==> src/rtl/reg_cmd_ctrl_pkg.sv <==
// reg_cmd_ctrl_pkg: opcodes, operand addresses and state encodings shared by the command controller.
package reg_cmd_ctrl_pkg;
  localparam logic [7:0] CMD_WR      = 8'hAA;
  localparam logic [7:0] CMD_RD      = 8'hBB;
  localparam logic [7:0] CMD_ALU_OP  = 8'hCC;
  localparam logic [7:0] CMD_ALU_NOP = 8'hDD;
  localparam int OPA_ADDR = 0;
  localparam int OPB_ADDR = 1;
  typedef enum logic [3:0] {IDLE, WR_ADDR, WR_DATA, RD_ADDR, RD_WAIT, OP_A, OP_B, FUN, ALU_WAIT, TX} state_t;
  typedef enum logic [1:0] {TX_IDLE, TX_LO, TX_HI} tx_state_t;
endpackage

==> src/rtl/reg_cmd_tx.sv <==
// reg_cmd_tx: captures a 1- or 2-byte response and writes it low byte first into the TX FIFO, stalling while full.
module reg_cmd_tx
  import reg_cmd_ctrl_pkg::*;
#(
  parameter int WIDTH = 8,
  parameter int ALU_W = 16
) (
  input  logic             CLK,
  input  logic             RST,
  input  logic             load_i,
  input  logic             two_i,
  input  logic [ALU_W-1:0] data_i,
  input  logic             full_i,
  output logic [WIDTH-1:0] tx_data_o,
  output logic             tx_vld_o,
  output logic             done_o
);
  tx_state_t st_q, st_d;
  logic [ALU_W-1:0] data_q;
  logic [WIDTH-1:0] byte_q;
  logic two_q, vld_q, send;
  assign send = st_q != TX_IDLE && !full_i;
  assign done_o = send && (st_q == TX_HI || !two_q);
  always_comb
    st_d = st_q == TX_IDLE ? (load_i ? TX_LO : TX_IDLE) :
           !send ? st_q :
           (st_q == TX_LO && two_q) ? TX_HI : TX_IDLE;
  always_ff @(posedge CLK or negedge RST)
    if (!RST) begin
      st_q   <= TX_IDLE;
      data_q <= '0;
      byte_q <= '0;
      two_q  <= 1'b0;
      vld_q  <= 1'b0;
    end else begin
      st_q  <= st_d;
      vld_q <= send;
      if (send) byte_q <= st_q == TX_HI ? data_q[ALU_W-1 -: WIDTH] : data_q[WIDTH-1:0];
      if (load_i) begin
        data_q <= data_i;
        two_q  <= two_i;
      end
    end
  assign tx_data_o = byte_q;
  assign tx_vld_o  = vld_q;
endmodule

==> src/rtl/reg_cmd_ctrl.sv <==
// reg_cmd_ctrl: parses UART command frames into register-file writes/reads and ALU runs, returning results as bytes.
module reg_cmd_ctrl
  import reg_cmd_ctrl_pkg::*;
#(
  parameter int WIDTH = 8,
  parameter int ADDR  = 4,
  parameter int ALU_W = 16
) (
  input  logic             CLK,
  input  logic             RST,
  input  logic [WIDTH-1:0] RX_P_DATA,
  input  logic             RX_D_VLD,
  output logic             RF_WrEn,
  output logic             RF_RdEn,
  output logic [ADDR-1:0]  RF_Address,
  output logic [WIDTH-1:0] RF_WrData,
  input  logic [WIDTH-1:0] RF_RdData,
  input  logic             RF_RdData_VLD,
  output logic             ALU_EN,
  output logic [3:0]       ALU_FUN,
  input  logic [ALU_W-1:0] ALU_OUT,
  input  logic             ALU_OUT_VLD,
  output logic             CLK_EN,
  output logic [WIDTH-1:0] TX_P_DATA,
  output logic             TX_D_VLD,
  input  logic             FIFO_FULL
);
  state_t st_q, st_d;
  logic wr_en_q, wr_en_d, rd_en_q, rd_en_d, alu_en_q, alu_en_d, clk_en_q, clk_en_d;
  logic [ADDR-1:0] addr_q, addr_d, lat_q, lat_d;
  logic [WIDTH-1:0] wdata_q, wdata_d;
  logic [3:0] fun_q, fun_d;
  logic load, two, done;
  logic [ALU_W-1:0] cap;
  always_ff @(posedge CLK or negedge RST)
    if (!RST) begin
      st_q     <= IDLE;
      wr_en_q  <= 1'b0;
      rd_en_q  <= 1'b0;
      alu_en_q <= 1'b0;
      clk_en_q <= 1'b0;
      addr_q   <= '0;
      lat_q    <= '0;
      wdata_q  <= '0;
      fun_q    <= '0;
    end else begin
      st_q     <= st_d;
      wr_en_q  <= wr_en_d;
      rd_en_q  <= rd_en_d;
      alu_en_q <= alu_en_d;
      clk_en_q <= clk_en_d;
      addr_q   <= addr_d;
      lat_q    <= lat_d;
      wdata_q  <= wdata_d;
      fun_q    <= fun_d;
    end
  always_comb begin
    st_d = st_q;
    case (st_q)
      IDLE:     if (RX_D_VLD) st_d = RX_P_DATA == CMD_WR      ? WR_ADDR :
                                     RX_P_DATA == CMD_RD      ? RD_ADDR :
                                     RX_P_DATA == CMD_ALU_OP  ? OP_A    :
                                     RX_P_DATA == CMD_ALU_NOP ? FUN     : IDLE;
      WR_ADDR:  if (RX_D_VLD) st_d = WR_DATA;
      WR_DATA:  if (RX_D_VLD) st_d = IDLE;
      RD_ADDR:  if (RX_D_VLD) st_d = RD_WAIT;
      RD_WAIT:  if (RF_RdData_VLD) st_d = TX;
      OP_A:     if (RX_D_VLD) st_d = OP_B;
      OP_B:     if (RX_D_VLD) st_d = FUN;
      FUN:      if (RX_D_VLD) st_d = ALU_WAIT;
      ALU_WAIT: if (ALU_OUT_VLD) st_d = TX;
      TX:       if (done) st_d = IDLE;
      default:  st_d = IDLE;
    endcase
  end
  // The write address is held in lat_q so RF_Address only changes on a strobe.
  always_comb begin
    wr_en_d  = 1'b0;
    rd_en_d  = 1'b0;
    alu_en_d = 1'b0;
    addr_d   = addr_q;
    lat_d    = lat_q;
    wdata_d  = wdata_q;
    fun_d    = fun_q;
    clk_en_d = st_d == FUN || st_d == ALU_WAIT;
    if (RX_D_VLD)
      case (st_q)
        WR_ADDR: lat_d = RX_P_DATA[ADDR-1:0];
        WR_DATA: begin
          wr_en_d = 1'b1;
          addr_d  = lat_q;
          wdata_d = RX_P_DATA;
        end
        RD_ADDR: begin
          rd_en_d = 1'b1;
          addr_d  = RX_P_DATA[ADDR-1:0];
        end
        OP_A, OP_B: begin
          wr_en_d = 1'b1;
          addr_d  = st_q == OP_A ? ADDR'(OPA_ADDR) : ADDR'(OPB_ADDR);
          wdata_d = RX_P_DATA;
        end
        FUN: begin
          alu_en_d = 1'b1;
          fun_d    = RX_P_DATA[3:0];
        end
        default: ;
      endcase
  end
  assign load = (st_q == RD_WAIT && RF_RdData_VLD) || (st_q == ALU_WAIT && ALU_OUT_VLD);
  assign two  = st_q == ALU_WAIT;
  assign cap  = two ? ALU_OUT : ALU_W'(RF_RdData);
  reg_cmd_tx #(.WIDTH(WIDTH), .ALU_W(ALU_W)) u_tx (
    .CLK(CLK), .RST(RST), .load_i(load), .two_i(two), .data_i(cap), .full_i(FIFO_FULL),
    .tx_data_o(TX_P_DATA), .tx_vld_o(TX_D_VLD), .done_o(done)
  );
  assign RF_WrEn    = wr_en_q;
  assign RF_RdEn    = rd_en_q;
  assign RF_Address = addr_q;
  assign RF_WrData  = wdata_q;
  assign ALU_EN     = alu_en_q;
  assign ALU_FUN    = fun_q;
  assign CLK_EN     = clk_en_q;
endmodule

==> config.mk <==
export PLATFORM = sky130hd
export DESIGN_NAME = reg_cmd_ctrl
export DESIGN_NICKNAME = d
export VERILOG_FILES = /design/src/rtl/reg_cmd_ctrl_pkg.sv /design/src/rtl/reg_cmd_tx.sv /design/src/rtl/reg_cmd_ctrl.sv
export SDC_FILE = /design/constraint.sdc
export NUM_CORES = 1
export LEC_CHECK = 0
export ABC_CLOCK_PERIOD_IN_PS = 1990
export CAP_MARGIN = 20
export CELL_PAD_IN_SITES_DETAIL_PLACEMENT = 1
export CELL_PAD_IN_SITES_GLOBAL_PLACEMENT = 1
export CORE_MARGIN = 2
export CORE_UTILIZATION = 25
export CTS_BUF_LIST = sky130_fd_sc_hd__clkbuf_2
export DETAILED_ROUTE_END_ITERATION = 6
export DONT_BUFFER_PORTS = 1
export GPL_TIMING_DRIVEN = 0
export HOLD_SLACK_MARGIN = 0.1
export PLACE_DENSITY_LB_ADDON = 0.2
export SETUP_SLACK_MARGIN = 0.4
export SYNTH_ARGS = -nofsm -noshare
export SYNTH_HDL_FRONTEND = slang
export SYNTH_HIERARCHICAL = 1
export SYNTH_SLANG_ARGS = --single-unit
export TNS_END_PERCENT = 5
==> constraint.sdc <==
create_clock -name CLK -period 1.99 [get_ports CLK]
set_input_delay 0.398 -clock CLK [delete_from_list [all_inputs] [get_ports CLK]]
set_output_delay 0.398 -clock CLK [all_outputs]
set_load 0.02 [all_outputs]
# After elaboration in Yosys (flattened, before gate mapping)
# Index checks and enable logic that the tools add are counted.
totals:
  register_bits: 56
  in_bits: 38
  output_inout_bits: 29
  wordCells: 81
classes:
  eq_ne: 17
  mux: 29
  n_reduce_logical: 21
op_table:
  columns: ["op", "n"]
  rows:
  - ["two-way mux 4 bit", 10]
  - ["case mux 4 bit (10 select lines)", 1]
  - ["== test 8 bit, second input constant", 4]
  - ["== test 4 x 3 -> 1 bit, second input constant", 5]
  - ["two-way mux 16 bit", 1]
  - ["== test 4 bit, second input constant", 3]
  - ["two-way mux 3 bit", 4]
  - ["case mux 4 bit (3 select lines)", 1]
  - ["== test 4 x 2 -> 1 bit, second input constant", 2]
  - ["two-way mux 1 bit", 8]
  - ["two-way mux 8 bit", 1]
  - ["AND reduction 2 bit", 4]
  - ["two-way mux 2 bit", 3]
  - ["logical AND 1 bit", 5]
  - ["== test 4 x 1 -> 1 bit, second input constant", 1]
  - ["logical NOT 4 bit", 1]
  - ["nonzero test 2 bit", 2]
  - ["logical OR 1 bit", 3]
  - ["nonzero test 3 bit", 1]
  - ["OR reduction 3 bit", 1]
  - ["== test 2 x 1 -> 1 bit, second input constant", 1]
  - ["== test 2 bit, second input constant", 1]
  - ["logical NOT 1 bit", 2]
  - ["logical NOT 2 bit", 1]
  - ["OR reduction 2 bit", 1]

# Logic depth before layout (Yosys ltp)
depth:
  word_depth: 9
  mapped_depth: 7
  depth_no_buf: 6

# By module
# Netlist, hierarchy kept.
by_module_without_submodules:
  columns: ["mod", "n_inst", "cells_each", "area_each_um2", "seq_area_each_um2"]
  rows:
  - ["reg_cmd_ctrl", 1, 137, 1600.3, 700.7]
  - ["reg_cmd_tx", 1, 94, 1298.7, 700.7]

# Worst setup path before layout
# OpenSTA, ideal clock, no wires.
synth_timing:
  path_kind: "reg2reg"
  from: "register, netlist name st_q[1]"
  to: "register u_tx.data_q[7]"
  setup_ps: 125
  arrival_time_ps: 1731
  t_required_ps: 1865
  path_slack_ps: 134
  stages_incl_launch_ff: 6
  n_path_buf: 2
  period_less_slack_ps: 1856
  path_cell_list: "dfrtp_1 > buf_6 > nor4b_4 > buf_6 > mux2_1 > mux2_4"
synth_lines:
  columns: ["element", "line", "rtl"]
  rows:
  - ["end signal, assigned", "reg_cmd_tx.sv:40", "data_q <= data_i;"]
  - ["end, declared", "reg_cmd_tx.sv:19", "logic [ALU_W-1:0] data_q;"]

==> results.txt <==
Core Footprint: 11400 um2
worst hold path type: input pin to register
setup violators final: 0
Max-slew headroom: 0.686
Cells after Synth: 231
CTS tree: built
worst-path cell chain: buf_6, nor4b_4, buf_4, mux2_4, mux2_4
residual DRC count: 0
gr usage total: 0.121
MaxCap Viol Count: 0
Peak VDD IR: 381 uV
part of the power in the clock network: 0.143
Detail Route Antenna Nets: 0
Total Nets Final: 298
cell mode on critical path: mux2_4
setup slack, reg-to-reg: 130 ps
Root Driver: clkbuf_2
RSZ-0062 raised after global routing: yes
fin crit period: 1860 ps
Reg-to-Reg End: u_tx/data_q[6]$_DFFE_PN0P_
CTS sink cnt: 56
via/cell ratio: 4.79
Least-Margin Pin Slew: 464 ps
num rows: 39
diode count: 0
share of cells above drive strength 1: 0.375
warnings from Yosys: 6
Critical Path Source Type: register
vias in the first global route: 2055
Avg Cell Area, Syn: 12.5 um2
Worst Reg2Reg Path Length in Cells: 5
element type at the critical path end: register
area occupied by multi-input gates: 1370 um2
die area: 12500 um2
clock slew at reported path FFs: 320 ps
Setup CP Type: register to register
die width: 112 um
CP peak stage delay: 450 ps
Crit path required time: 2380 ps
Crit Path Max Fanout: 8
switching portion of total power: 0.376
ys async rst share: 1.00
main combinational cell family by area after synthesis: multiplexers
adder-cell share of the synthesized area: 0
gr ovfl total: 0
DRT iter0 DRCs: 95
Comb pwr share: 0.318
Synth Cell Area: 2900 um2
beginning of the critical path: st_q[2]$_DFF_PN0_
power per cell area: 998 nW/um2
crit path capture: u_tx/data_q[6]$_DFFE_PN0P_
Initial DRT Pass Iterations: 4
first-pass GRT wire length: 11800 um
fmax: 537 MHz
DIE HEIGHT: 112 um
Slew Limit Fails: 0
antenna violations before repair: 0
top cells by count, synth: dfrtp_1 (56), mux2_2 (31), nor2_1 (22), buf_6 (11)
Synth Area in Compound Gates: 0.142
top-count cell post-synth: dfrtp_1
Syn-to-layout area delta: 17.4%
flop and latch count out of synthesis: 56
Synth area leader: dfrtp_1
status: finished, final reports clean
Syn Nets: 269
final hold violations: 0
simple-gate share of the synthesized area: 0.135
Synth Flop Type: dfrtp_1
via count: 1935
Netlist cell types: 48
arrival time worst endpoint: 2250 ps
register area share after synthesis: 0.483
number of synthesized flops with an enable pin: 0
Inserted Clock Buffers: 5
top cells by area, synth: dfrtp_1 (48%), mux2_2 (12%), mux2_4 (5.2%)
leakage power: 1.47 nW
dpl hpwl: 5010 um
reg-to-reg startpoint: st_q[2]$_DFF_PN0_
Synth top area share: 0.483
Synth Area in XOR/XNOR: 0.00906
# IOs: 67
sequential cell area: 1400 um2
share of power burned in registers: 0.538
CP max stage cell: dfrtp_1
Starting Density: 0.255
count of input and output buffers: 0
post-synthesis mux area share: 0.176
Final GP Congestion: 0.779
per-cell routed wire length: 18.0 um
H-tree depth: 2
Int Power: 0.00212 W
Clk Latency, worst-skew pair: 480 ps
PnR worst setup slack: 127 ps
period utilization: 0.936
net switching power: 0.00128 W
clock skew: 29.7 ps
fillcell total: 1255
largest net degree at the start of global routing: 57
final WL: 7280 um
clock buffer depth: 2
Post-Place Worst Slack: -203 ps
hold slack: 143 ps
-- layout make-up --
class                   count  area share
plain buffers              16      0.0493
repair buffers             22      0.0665
flip-flops and latches     56       0.412
clock inverters             3     0.00699
clock buffers               5     0.00735
well taps                 143      0.0526
inverters                   2     0.00221
multi-input cells         157       0.403
-- per-stage QoR --
stage                     power (W)  setup TNS [ps]  cells   util  instance area (um2)
after floorplan             0.00262               0    231      -                 2900
after global placement      0.00282            -740    374  0.271                 3080
after detailed placement    0.00285            -765    374  0.271                 3080
after CTS                   0.00344               0    398  0.292                 3320
after global routing        0.00363               0    404  0.299                 3400
final                       0.00340               0    404  0.299                 3400
-- routing by layer --
metal	up-vias	track usage	part of all wire	wire length [um]
li1	894	-	-	-
met1	986	0.159	0.44	3220
met2	51	0.196	0.48	3520
met3	4	0.0359	0.066	477
met4	0	0.0296	0.0084	61
met5	-	0	0	0
-- sequential cells by signal (all words and copies together), names as in the netlist --
signal,cells
ALU_FUN,4
u_tx/tx_data_o,8
st_q,4
u_tx/st_q,2
RF_WrData,8
ALU_EN,1
u_tx/data_q,16
CLK_EN,1
u_tx/tx_vld_o,1
RF_RdEn,1
RF_Address,4
RF_WrEn,1
u_tx/two_q,1
lat_q,4
-- worst min path at each step --
stage            startpoint                     endpoint  slack [ps]  cells after the start
2_1_floorplan           RST             ALU_EN$_DFF_PN0_         100                      0
3_3_place_gp            RST            st_q[2]$_DFF_PN0_         100                      0
3_5_place_dp            RST            st_q[2]$_DFF_PN0_         100                      0
4_1_cts        RX_P_DATA[4]            st_q[2]$_DFF_PN0_         100                      3
5_1_grt          ALU_OUT[9]   u_tx/data_q[9]$_DFFE_PN0P_         100                      2
6_report        ALU_OUT[12]  u_tx/data_q[12]$_DFFE_PN0P_         140                      2
-- critical path, delay by kind of cell, from the launching register on --
family	cells	cell delay (ps)
simple gates	1	400
buf+inv	2	360
flops	1	450
mux	2	550
-- cell usage in the layout, fill, tap and decap left out, types with 6 or more instances in the layout --
cell / netlist / final
mux2_2: 31 / 25
and2_1: 10 / 10
mux2_4: 10 / 17
o22ai_2: 7 / 7
dfrtp_1: 56 / 55
dlygate4sd3_1: 0 / 15
clkbuf_2: 1 / 6
a21oi_1: 6 / 6
nor2_1: 22 / 22
buf_6: 11 / 11
a211oi_2: 9 / 9
nand2_1: 8 / 8
-- power by group through the flow --
stage | Clock [W] | Combinational [W] | Sequential (W)
floorplan | 0 | 0.000828 | 0.00179
global placement | 0 | 0.000965 | 0.00186
detailed placement | 0 | 0.000986 | 0.00186
CTS | 0.000523 | 0.00107 | 0.00184
global route | 0.000568 | 0.00119 | 0.00187
finish | 0.000486 | 0.00108 | 0.00183
-- kinds of logic (layout without fill, tap and decap cells) --
| family | count (synthesis) | count (layout) |
|---|---|---|
| and+or+nand+nor | 66 | 66 |
| AOI/OAI and AO/OA | 46 | 46 |
| DFF | 56 | 56 |
| xor gates and xnor gates | 3 | 3 |
| muxes | 42 | 42 |
| buffers and inverters | 18 | 48 |
-- timing repair --
action | 4_1_cts | 5_1_grt
buffers inserted | 5 | 1
setup endpoints to repair | 33 | 34
gates resized for setup | 7 | 6
pin swaps | 2 | 2
hold buffers | 11 | 5
endpoints found under the hold margin | 77 | 4
Power figures use the tool's default switching activity.
